[config.mk]
export PLATFORM = sky130hd
export DESIGN_NAME = ant_mem_arbiter
export DESIGN_NICKNAME = d
export VERILOG_FILES = /design/src/rtl/ant_pkg.sv /design/src/rtl/ant_neighbor_gen.sv /design/src/rtl/ant_mem_arbiter.sv
export SDC_FILE = /design/constraint.sdc
export NUM_CORES = 1
export LEC_CHECK = 0
export ABC_AREA = 0
export CORE_ASPECT_RATIO = 0.6
export CORE_MARGIN = 5
export CORE_UTILIZATION = 25
export DETAILED_ROUTE_END_ITERATION = 7
export GPL_TIMING_DRIVEN = 0
export PLACE_DENSITY = 0.52
export SLEW_MARGIN = 15
export SYNTH_ARGS = -nofsm -noshare
export SYNTH_HDL_FRONTEND = slang
export SYNTH_SLANG_ARGS = --single-unit
[constraint.sdc]
create_clock -name clk -period 4.7 [get_ports clk]
set_input_delay 1.175 -clock clk [delete_from_list [all_inputs] [get_ports clk]]
set_output_delay 1.175 -clock clk [all_outputs]
set_load 0.02 [all_outputs]
[src/rtl/ant_pkg.sv]
// ant_pkg: shared geometry constants, direction/state encodings and position packing for the ant memory arbiter
package ant_pkg;
  localparam int POS_ADDR = 4;
  localparam int MAP_LEN = 10;
  localparam int PH_DATA_SIZE = 16;
  typedef enum logic [1:0] {DIR_UP, DIR_RIGHT, DIR_DOWN, DIR_LEFT} dir_t;
  typedef enum logic [1:0] {S_IDLE, S_G0, S_G1, S_G2} arb_state_t;
  function automatic logic [2*POS_ADDR-1:0] pack_pos(input logic [POS_ADDR-1:0] x, input logic [POS_ADDR-1:0] y);
    return {x, y};
  endfunction
endpackage

[src/rtl/ant_neighbor_gen.sv]
// ant_neighbor_gen: three clockwise candidate neighbour addresses and bounds flags from a position and previous step
module ant_neighbor_gen
  import ant_pkg::*;
(
  input  logic [2*POS_ADDR-1:0]      pos,
  input  logic [1:0]                 step,
  output logic [2:0][2*POS_ADDR-1:0] addr,
  output logic [2:0]                 valid
);
  localparam logic [POS_ADDR:0] ONE = (POS_ADDR+1)'(1);
  localparam logic [POS_ADDR:0] LIM = (POS_ADDR+1)'(MAP_LEN);
  logic [POS_ADDR:0] x;
  logic [POS_ADDR:0] y;
  logic [POS_ADDR:0] nx [4];
  logic [POS_ADDR:0] ny [4];
  logic [1:0] dir [3];
  // one extra bit per coordinate turns 0-1 into a huge value, so one compare catches underflow and overflow
  always_comb begin
    x = {1'b0, pos[2*POS_ADDR-1:POS_ADDR]};
    y = {1'b0, pos[POS_ADDR-1:0]};
    nx[DIR_UP] = x;
    ny[DIR_UP] = y - ONE;
    nx[DIR_RIGHT] = x + ONE;
    ny[DIR_RIGHT] = y;
    nx[DIR_DOWN] = x;
    ny[DIR_DOWN] = y + ONE;
    nx[DIR_LEFT] = x - ONE;
    ny[DIR_LEFT] = y;
    dir[0] = step - 2'd1;
    dir[1] = step;
    dir[2] = step + 2'd1;
    for (int s = 0; s < 3; s++) begin
      valid[s] = (nx[dir[s]] < LIM) && (ny[dir[s]] < LIM);
      addr[s] = valid[s] ? {nx[dir[s]][POS_ADDR-1:0], ny[dir[s]][POS_ADDR-1:0]} : '0;
    end
  end
endmodule

[src/rtl/ant_mem_arbiter.sv]
// ant_mem_arbiter: round-robin 3-cycle windows sharing map/pheromone RAMs between ant agents
module ant_mem_arbiter
  import ant_pkg::*;
#(
  parameter int                      N_ANTS     = 4,
  parameter logic [PH_DATA_SIZE-1:0] PH_DEPOSIT = 16'h0100
) (
  input  logic                           clk,
  input  logic                           rst,
  input  logic [N_ANTS-1:0]              bus_request,
  input  logic [N_ANTS-1:0]              solved,
  input  logic [N_ANTS*2*POS_ADDR-1:0]   pos_now,
  input  logic [N_ANTS*2-1:0]            step,
  output logic [N_ANTS-1:0]              bus_av,
  output logic                           data0_map,
  output logic                           data1_map,
  output logic [PH_DATA_SIZE-1:0]        ph0,
  output logic [PH_DATA_SIZE-1:0]        ph1,
  output logic [2*POS_ADDR-1:0]          mem_addr0,
  output logic [2*POS_ADDR-1:0]          mem_addr1,
  input  logic                           map_rd0,
  input  logic                           map_rd1,
  input  logic [PH_DATA_SIZE-1:0]        ph_rd0,
  input  logic [PH_DATA_SIZE-1:0]        ph_rd1,
  output logic                           ph_we,
  output logic [2*POS_ADDR-1:0]          ph_waddr,
  output logic [PH_DATA_SIZE-1:0]        ph_wdata
);
  localparam int IW = $clog2(N_ANTS);
  localparam int PW = 2*POS_ADDR;
  arb_state_t state;
  arb_state_t state_nx;
  logic [IW-1:0] idx;
  logic [IW-1:0] rr_ptr;
  logic [IW-1:0] gnt_idx;
  logic [IW-1:0] cand [N_ANTS];
  logic gnt_found;
  logic [N_ANTS-1:0] hold;
  logic [N_ANTS-1:0] req_m;
  logic [N_ANTS-1:0] idx_oh;
  logic [PW-1:0] pos_a [N_ANTS];
  logic [1:0] step_a [N_ANTS];
  logic [PW-1:0] pos_l;
  logic [1:0] step_l;
  logic solved_l;
  logic [2:0][PW-1:0] nb_addr;
  logic [2:0] nb_valid;
  logic v0_q;
  logic v1_q;
  logic [PH_DATA_SIZE:0] sum_w;
  logic [PH_DATA_SIZE-1:0] sum_q;
  logic explore;
  logic data_cyc;

  ant_neighbor_gen u_nb (
    .pos   (pos_l),
    .step  (step_l),
    .addr  (nb_addr),
    .valid (nb_valid)
  );

  assign idx_oh = N_ANTS'(1) << idx;
  assign explore = !solved_l;
  assign sum_w = {1'b0, ph_rd0} + {1'b0, PH_DEPOSIT};

  // round-robin pick: scan from rr_ptr downward in priority so the nearest requester wins; last grantee held off one cycle
  always_comb begin
    req_m = bus_request & ~hold;
    gnt_found = 1'b0;
    gnt_idx = '0;
    for (int i = 0; i < N_ANTS; i++) begin
      pos_a[i] = pos_now[i*PW +: PW];
      step_a[i] = step[i*2 +: 2];
      cand[i] = IW'((int'(rr_ptr) + i) % N_ANTS);
    end
    for (int i = N_ANTS-1; i >= 0; i--)
      if (req_m[cand[i]]) begin
        gnt_found = 1'b1;
        gnt_idx = cand[i];
      end
  end

  // state register
  always_ff @(posedge clk)
    if (!rst) state <= S_IDLE;
    else state <= state_nx;

  // next state: fixed IDLE -> G0 -> G1 -> G2 walk once a requester is found
  always_comb
    state_nx = (state == S_IDLE) ? (gnt_found ? S_G0 : S_IDLE) :
               (state == S_G0) ? S_G1 :
               (state == S_G1) ? S_G2 : S_IDLE;

  // grant latch, pointer/holdoff update, bounds pipeline aligned with RAM latency, deposit sum capture
  always_ff @(posedge clk)
    if (!rst) begin
      idx <= '0;
      rr_ptr <= '0;
      hold <= '0;
      pos_l <= '0;
      step_l <= '0;
      solved_l <= 1'b0;
      v0_q <= 1'b0;
      v1_q <= 1'b0;
      sum_q <= '0;
    end else begin
      if (state == S_IDLE && gnt_found) begin
        idx <= gnt_idx;
        rr_ptr <= IW'((int'(gnt_idx) + 1) % N_ANTS);
        pos_l <= pos_a[gnt_idx];
        step_l <= step_a[gnt_idx];
        solved_l <= solved[gnt_idx];
      end
      hold <= (state == S_G2) ? idx_oh : '0;
      v0_q <= (state == S_G0 && explore) ? nb_valid[0] : (state == S_G1 && explore) ? nb_valid[2] : 1'b0;
      v1_q <= (state == S_G0 && explore) ? nb_valid[1] : 1'b0;
      if (state == S_G1) sum_q <= sum_w[PH_DATA_SIZE] ? '1 : sum_w[PH_DATA_SIZE-1:0];
    end

  // outputs: addresses in G0/G1, read data forwarded in the following cycle, write-back only in deposit G2
  always_comb begin
    data_cyc = (state == S_G1 || state == S_G2) && explore;
    bus_av = (state == S_G0 || state == S_G1) ? idx_oh : '0;
    mem_addr0 = (state == S_G0) ? (solved_l ? pos_l : nb_addr[0]) :
                (state == S_G1 && explore) ? nb_addr[2] : '0;
    mem_addr1 = (state == S_G0 && explore) ? nb_addr[1] : '0;
    data0_map = (data_cyc && v0_q) ? map_rd0 : 1'b0;
    ph0 = (data_cyc && v0_q) ? ph_rd0 : '0;
    data1_map = (state == S_G1 && explore && v1_q) ? map_rd1 : 1'b0;
    ph1 = (state == S_G1 && explore && v1_q) ? ph_rd1 : '0;
    ph_we = (state == S_G2) && solved_l;
    ph_waddr = ph_we ? pos_l : '0;
    ph_wdata = ph_we ? sum_q : '0;
  end
endmodule

Word level (Yosys, flattened, before mapping)
Index checks and enable logic that the tools add are counted.
{ "classes": {"n_eq_ne": 3, "reduce_logical": 16, "mux": 63, "n_bitwise": 6, "n_addsub": 11, "magnitude_cmp": 15, "shifts": 1} }
{ "ops": {"columns": ["cell", "count"], "rows": [
  ["$mux W8", 10],
  ["$mux W16", 4],
  ["$bmux W5 S2", 6],
  ["$mux W5", 12],
  ["$lt A5 B4 Y1 const B", 6],
  ["$mux W2", 9],
  ["$add A16 B9 Y17 const B", 1],
  ["$bmux W8 S2", 1],
  ["$lt A2 B3 Y1 const B", 5],
  ["$mux W1", 14],
  ["$ge A3 B3 Y1 const B", 4],
  ["$not A2 Y3", 4],
  ["$add A4 B1 Y5 const B", 2],
  ["$bmux W1 S2", 5],
  ["$logic_and A1 B1 Y1", 10],
  ["$sub A4 B1 Y5 const B", 2],
  ["$add A2 B1 Y2 const B", 3],
  ["$add A2 B2 Y2 const B", 2],
  ["$and A4 B4 Y4", 1],
  ["$bmux W2 S2", 1],
  ["$eq A2 B2 Y1 const B", 2],
  ["$mux W4", 1],
  ["$not A4 Y4", 1],
  ["$reduce_and A2 Y1", 2],
  ["other kinds (6)", 7]
]} }
{ "word_totals": {"register_bits": 39, "output_inout_bits": 79} }

Logic depth before layout (Yosys ltp)
Gate-level depths: netlist (run 1).
{ "logic_depth": {"ltp_word": 12, "ltp_mapped": 10, "depth_no_buf": 8} }

Hierarchy
From an unflattened synthesis (run 1), not the netlist that was laid out.
{ "unflattened": {"cells_unflattened": 431, "area_unflattened_um2": 3498.4} }
{ "modules_own_cells": {"columns": ["module", "cells_per_inst", "n_inst", "area_each_um2"], "rows": [
  ["ant_mem_arbiter", 302, 1, 2581.2],
  ["ant_neighbor_gen", 129, 1, 917.1]
]} }

Worst setup path after synthesis (run 1)
Ideal clock, no wire load.
{ "synth_timing": {"path_kind": "reg2out", "from": "register pos_l[4]", "to": "output mem_addr0[4]", "path_stages_with_launch": 10, "t_arrival_ps": 2795, "path_slack_ps": 730, "path_cell_list": "dfxtp_1 -> clkbuf_1 -> inv_1 -> ha_1 -> xor2_1 -> o21ai_0 -> o32a_1 -> or4b_4 -> a31o_1 -> a221oi_2"} }
{ "synth_via": {"elab_chain_len": 9, "elab_cells_between_ends": 17} }
{ "synth_lines": {"columns": ["element", "line_no", "text"], "rows": [
  ["start: declaration", "ant_mem_arbiter.sv:43", "logic [PW-1:0] pos_l;"],
  ["start signal: assignment", "ant_mem_arbiter.sv:110", "pos_l <= pos_a[gnt_idx];"],
  ["$sub A4 B1 Y5 / $add A4 B1 Y5 (equally long branches)", "ant_neighbor_gen.sv:27, ant_neighbor_gen.sv:23", null],
  ["$bmux W5 S2", "ant_neighbor_gen.sv:33, ant_neighbor_gen.sv:34", null],
  ["$mux W5 (on tied branches) (2 in series)", "ant_neighbor_gen.sv:33, ant_neighbor_gen.sv:34", null],
  ["$lt A5 B4 Y1", "ant_neighbor_gen.sv:33", "valid[s] = (nx[dir[s]] < LIM) && (ny[dir[s]] < LIM);"],
  ["$logic_and A1 B1 Y1", "ant_neighbor_gen.sv:33", null],
  ["$mux W8", "ant_neighbor_gen.sv:34", "addr[s] = valid[s] ? {nx[dir[s]][POS_ADDR-1:0], ny[dir[s]][POS_ADDR-1:0]} : '0;"],
  ["$mux W8 (on tied branches)", "ant_mem_arbiter.sv:125, ant_mem_arbiter.sv:124", null],
  ["$mux W8 *", "ant_mem_arbiter.sv:124", "mem_addr0 = (state == S_G0) ? (solved_l ? pos_l : nb_addr[0]) :"],
  ["end: declaration", "ant_mem_arbiter.sv:19", "output logic [2*POS_ADDR-1:0] mem_addr0,"]
]} }
Mark *: on every way between the ends. The rest lies on a longest branch, timed or not. The select of a mux whose other input is x is not followed.

Final worst setup path (run 1)
{ "layout_timing": {"from": "register pos_l[4]", "to": "output mem_addr0[3]"} }
{ "layout_via": {"elab_chain_len": 9, "elab_cells_between_ends": 17} }
{ "layout_lines": {"columns": ["element", "line_no"], "rows": [
  ["$sub A4 B1 Y5 / $add A4 B1 Y5 (equally long branches)", "ant_neighbor_gen.sv:27, ant_neighbor_gen.sv:23"],
  ["$bmux W5 S2", "ant_neighbor_gen.sv:33"],
  ["$mux W5 (on tied branches) (2 in series)", null],
  ["$lt A5 B4 Y1", "ant_neighbor_gen.sv:33"],
  ["$logic_and A1 B1 Y1", "ant_neighbor_gen.sv:33"],
  ["$mux W8", "ant_neighbor_gen.sv:34"],
  ["$mux W8 (on tied branches)", "ant_mem_arbiter.sv:125, ant_mem_arbiter.sv:124"],
  ["$mux W8 *", "ant_mem_arbiter.sv:124"]
]} }
Marked as above.

==> results of run 1 <==
==> worst paths after layout <==
path	slack (ns)	endpoint	depth (start not counted)
setup / recovery	0.11	mem_addr0[3]	10
hold / removal	0.46	sum_q[14]	2
setup reg to reg	2.06	v0_q	10
hold reg to reg	0.46	sum_q[14]	2
==> area by class of cell <==
class	count	area, um^2
Buffer	35	161
Clock buffer	5	125
Clock inverter	2	37.5
Multi-Input combinational cell	332	2410
Sequential cell	39	781
Inverter	14	52.6
Timing Repair Buffer	165	1660
Fill cell	1314	7530
Tap cell	170	213
==> cells by family after synthesis <==
logic type | synth area share [%]
xor gates and xnor gates | 5.22
muxes | 9.33
AOI/OAI and AO/OA | 21.3
DFF | 23.3
adders and majority gates | 3.73
buffers and inverters | 6.38
and+or+nand+nor | 30.7
==> state kept, by name (all words and copies together) (netlist names) <==
name,flops
state,2
v0_q,1
pos_l,8
sum_q,16
hold,4
idx,2
solved_l,1
step_l,2
v1_q,1
rr_ptr,2
==> timing repair <==
| item | 4_1_cts | 5_1_grt |
|---|---|---|
| endpoints found under the setup margin | 16 | 15 |
| gates cloned | 0 | 0 |
| gates resized for setup | 8 | 16 |
| pin swaps | 0 | 1 |
| buffers inserted | 0 | 3 |
==> cell usage in the layout, fill, tap and decap left out, types with 12 or more instances in the layout <==
cell type and count:
clkdlybuf4s50_1 152, dfxtp_1 39, and2_1 36, and3_1 31
nor2_1 31, mux2i_1 28, nand2_1 28, clkbuf_1 22
a21oi_1 14, xnor2_1 13, o21ai_0 13, inv_1 12
o221ai_1 12
==> stage by stage <==
stage / setup slack [ns] / TNS [ns] / hold slack, ns / utilization (%)
final: 0.111 / 0 / 0.462 / 41.9
after global routing: 0.00653 / 0 / 0.472 / 41.9
after CTS: 0.0416 / 0 / 0.463 / 41.4
after detailed placement: -0.166 / -0.226 / 0.456 / 40.0
after global placement: -0.229 / -0.505 / 0.446 / 40.0
after floorplan: 0.730 / 0 / 0.437 / -
==> worst min-delay path, stage by stage, from the launching register on <==
cell and delay (ns):
dfxtp_1 0.31, nand2_1 0.06, a21oi_1 0.05
==> report_power, final <==
part / switching [uW] / leakage, uW / internal (uW) / total (uW)
combinational: 463 / 0.00185 / 355 / 818
sequential: 27.7 / 0.000319 / 366 / 394
clock: 136 / 0.0000759 / 247 / 383
==> routing by layer <==
layer | vias up | wire [um] | track usage (%)
met5 | - | 0 | 0
met4 | 0 | 85 | 2.56
met3 | 7 | 1290 | 6.50
met2 | 146 | 5490 | 23.9
met1 | 1794 | 6430 | 22.4
li1 | 1872 | - | -
==> results.py, run 1 <==
metrics = {
    "status": {
        "outcome": "finished, final reports clean",
    },
    "min_path": {
        "hold_class": "register to register",
        "min_from": "sum_q[14]",
    },
    "grt": {
        "grt_pass1_vias": 3866,
        "grt_start_max_net_pins": 13,
        "grtUsageTotal_pct": 16.1,
        "grt_overflow": 0,
        "antenna_found_initial": 0,
        "grt_pass1_wl_um": 20900,
    },
    "synth": {
        "synth_warnings": 0,
        "synth.area.top_cells": "dfxtp_1, mux2i_1, and2_1",
        "ys_ff_latch": 39,
        "syn_nets": 515,
        "yosys.area.top_type": "dfxtp_1",
        "syn_inst": 421,
        "syn_area_mm2": 0.00335,
        "async_flop_share_pct": 0,
        "synth.avg_cell_area_um2": 7.96,
        "synth.distinct_cells": 68,
        "ys_seq_area_share_pct": 23.3,
        "synthFlopType": "dfxtp_1",
        "synth-edff-count": 0,
        "yosys.cell_count.top_type": "dfxtp_1",
        "yosysTopAreaCellShare_pct": 23.3,
        "synthTopCellsByCount": "dfxtp_1, and2_1, and3_1, nor2_1, mux2i_1",
    },
    "worst_setup_path": {
        "cp_top_family": "buffers and inverters",
        "crit_chain": "buf_2 > inv_1 > ha_1 > or4b_2 > nand3b_1 > o2bb2ai_1 > nor4_4 > buf_4 > a221o_1 > clkdlybuf4s50_1",
        "cp-startpoint": "pos_l[4]",
        "critical_path.max_stage_delay_ns": 0.64,
        "critical_path_arrival_ns": 3.41,
        "crit_slowest_cell": "or4b_2",
        "endpoint_kind": "output pin",
        "worstPathRequired_ns": 3.52,
        "critPathMaxFanout": 10,
        "cp_num_buf_inv": 4,
        "r2r_start": "pos_l[4]",
        "critical_path_class": "register to output pin",
        "critPathLaunchType": "register",
    },
    "placed_design": {
        "place_area_mm2": 0.00519,
        "dp_hpwl_um": 10700,
        "dp.cells": 753,
        "io_buffers": 162,
        "gp_congestion": 0.909,
    },
    "power": {
        "p_leak_uw": 0.00224,
        "ir_drop_mv": 0.144,
        "power-per-cell-area_mw_per_mm2": 293,
        "total_power_uw": 1600,
    },
    "job": {
        "max_cap_viol_count": 0,
    },
    "timing": {
        "worstMarginPinSlew_ns": 0.700,
        "fin_skew_ns": 0.00914,
        "rsz0062_at_grt": "no",
        "slew_headroom_pct": 53.4,
        "max_freq_mhz": 218,
        "min_period_ns": 4.59,
        "hold_viol_final": 0,
        "final-setup-viol-count": 0,
        "finalCritPeriodShare_pct": 97.6,
        "slew_violations": 0,
    },
    "clock_tree": {
        "cts_tree": "built",
        "cts_buffers": 5,
        "hold_buffers": 0,
        "cts-root-buf": "clkbuf_16",
        "clockBufferDepth": 2,
        "cts_sinks": 39,
        "clk_latency_ns": 0.29,
        "clk_pin_slew_ns": 0.06,
        "htreeDepth": 2,
    },
    "die": {
        "pin_count": 163,
        "rows": 32,
        "dieArea_mm2": 0.0159,
        "fp.dieH_um": 99.7,
        "core_area_mm2": 0.0130,
        "die_w_um": 160,
        "initial_core_util_pct": 25.8,
    },
    "cells_and_area": {
        "final_cell_area_mm2": 0.00544,
        "final_cells": 762,
        "area_delta_synth_final_pct": 62.2,
        "finalNetCount": 686,
        "drive_gt1_share_pct": 8.45,
        "n_antenna_cell": 0,
    },
    "routing": {
        "viasPerCell": 5.01,
        "vias": 3819,
        "firstDrtPassIters": 5,
        "drt_iter0_markers": 195,
        "drtAntennaViolNets": 0,
        "drc_errors": 0,
        "wirelength_um": 13300,
        "detail_route.wl_per_cell_um": 17.4,
    },
}
Power figures use the tool's default switching activity.
==> run 2: changes to the inputs <==
- CORE_UTILIZATION: 25 -> 42
- PLACE_DENSITY: 0.52 -> 0.81
==> results.py, run 2 (synthesis gave the netlist of run 1 again) <==
metrics = {
    "die": {
        "rows": 25,
        "initial_core_util_pct": 42.9,
        "pin_count": 163,
        "die_w_um": 125,
        "dieArea_mm2": 0.00993,
        "fp.dieH_um": 79.2,
        "core_area_mm2": 0.00782,
    },
    "power": {
        "internal_power_uw": 908,
        "power_frac_comb_pct": 52.5,
        "ir_drop_mv": 0.157,
        "power.net_switching_uw": 615,
        "p_leak_uw": 0.00209,
        "p_clk_share_pct": 21.5,
        "switching_share_pct": 40.4,
        "p_seq_share_pct": 25.9,
        "power-per-cell-area_mw_per_mm2": 288,
        "total_power_uw": 1520,
    },
    "timing": {
        "worstMarginPinSlew_ns": 0.694,
        "finalCritPeriodShare_pct": 97.7,
        "fin_skew_ns": 0.00989,
        "final-setup-viol-count": 0,
        "slew_headroom_pct": 53.7,
        "slew_violations": 0,
        "min_period_ns": 4.59,
        "max_freq_mhz": 218,
        "hold_viol_final": 0,
    },
    "cells_and_area": {
        "area_delta_synth_final_pct": 57.4,
        "top_register": "sum_q",
        "final_cell_mix": "clkdlybuf4s50_1, dfxtp_1, and2_1, and3_1, nor2_1",
        "finalNetCount": 683,
        "drive_gt1_share_pct": 7.64,
        "reg_top3": "sum_q (16), pos_l (8), hold (4)",
        "final_cell_area_mm2": 0.00528,
        "layout_commonest_cell": "clkdlybuf4s50_1",
        "n_antenna_cell": 0,
        "largest_register_ff_count": 16,
    },
    "routing": {
        "detail_route.wl_per_cell_um": 17.9,
        "vias": 3933,
        "drc_errors": 0,
        "viasPerCell": 5.64,
        "drt_iter0_markers": 331,
        "firstDrtPassIters": 5,
        "drtAntennaViolNets": 0,
        "wirelength_um": 12500,
    },
    "grt": {
        "antenna_found_initial": 0,
        "grt_start_max_net_pins": 13,
        "grt_pass1_vias": 3943,
        "grt_overflow": 0,
        "grtUsageTotal_pct": 24.6,
        "grt_pass1_wl_um": 20100,
    },
    "clock_tree": {
        "clockBufferDepth": 2,
        "cts-root-buf": "clkbuf_16",
        "clk_pin_slew_ns": 0.06,
        "clk_latency_ns": 0.28,
        "htreeDepth": 2,
        "cts_sinks": 39,
        "cts_buffers": 5,
        "cts_tree": "built",
    },
    "placed_design": {
        "place_area_mm2": 0.00511,
        "dp_hpwl_um": 9770,
        "gp_congestion": 0.964,
        "io_buffers": 162,
    },
    "worst_setup_path": {
        "worstPathRequired_ns": 3.52,
        "endpoint_kind": "output pin",
        "critPathLaunchType": "register",
        "critical_path_arrival_ns": 3.42,
        "critical_path_class": "register to output pin",
        "critPathMaxFanout": 10,
    },
    "status": {
        "outcome": "finished, final reports clean",
    },
    "job": {
        "max_cap_viol_count": 0,
    },
    "min_path": {
        "hold_class": "register to register",
    },
}
[run 2: final timing paths]
kind	startpoint	to	slack, ns	cells past startpoint
min	sum_q[14]	sum_q[14]	0.48	2
max	pos_l[5]	mem_addr0[4]	0.11	10
min reg2reg	sum_q[14]	sum_q[14]	0.48	2
max reg2reg	pos_l[4]	v1_q	2.24	9
[run 2: per-layer routing]
layer,vias to the layer above,share of wire (%),global-route usage (%)
met3,12,12,9.54
met4,0,0.59,4.44
li1,1877,-,-
met5,-,0,0
met1,1814,43,31.9
met2,230,44,39.6
[run 2: per-stage QoR]
step | cells | TNS [ns] | util, % | worst slack (ns) | hold WS (ns)
6_report | 697 | 0 | 67.5 | 0.108 | 0.480
5_1_grt | 697 | -0.0532 | 67.5 | -0.0272 | 0.504
4_1_cts | 698 | 0 | 67.4 | 0.0128 | 0.487
3_5_place_dp | 691 | -0.0957 | 65.3 | -0.0957 | 0.479
3_3_place_gp | 691 | -0.0408 | 65.3 | -0.0408 | 0.445
2_1_floorplan | 421 | 0 | - | 0.730 | 0.437
[run 2: what timing repair did]
item,in CTS,in global routing
hold buffers,0,0
resized for setup,7,5
setup buffers,0,0
endpoints found under the setup margin,16,12
[run 2: final cells by class]
class	instances	area (um^2)
Fill cell	667	2540
Multi-Input combinational cell	332	2380
Timing Repair Buffer	162	1620
Sequential cell	39	781
Buffer	35	164
Tap cell	108	135
Clock buffer	5	125
Inverter	14	52.6
Clock inverter	2	13.8
[run 2: power by group through the flow]
stage / sequential (uW) / clock (uW) / combinational [uW]
2_1_floorplan: 392 / 0 / 513
3_3_place_gp: 398 / 0 / 750
3_5_place_dp: 400 / 0 / 768
4_1_cts: 393 / 329 / 780
5_1_grt: 398 / 347 / 864
6_report: 395 / 328 / 800
[run 2: critical path, stage by stage, from the launching register on]
cell and delay, ns:
dfxtp_1 0.41, clkbuf_4 0.24, inv_1 0.06, ha_1 0.31, xor2_2 0.22, o21ai_0 0.11, o32a_1 0.36, or4b_4 0.53
a31o_1 0.25, a221oi_2 0.27, dlygate4sd2_1 0.37
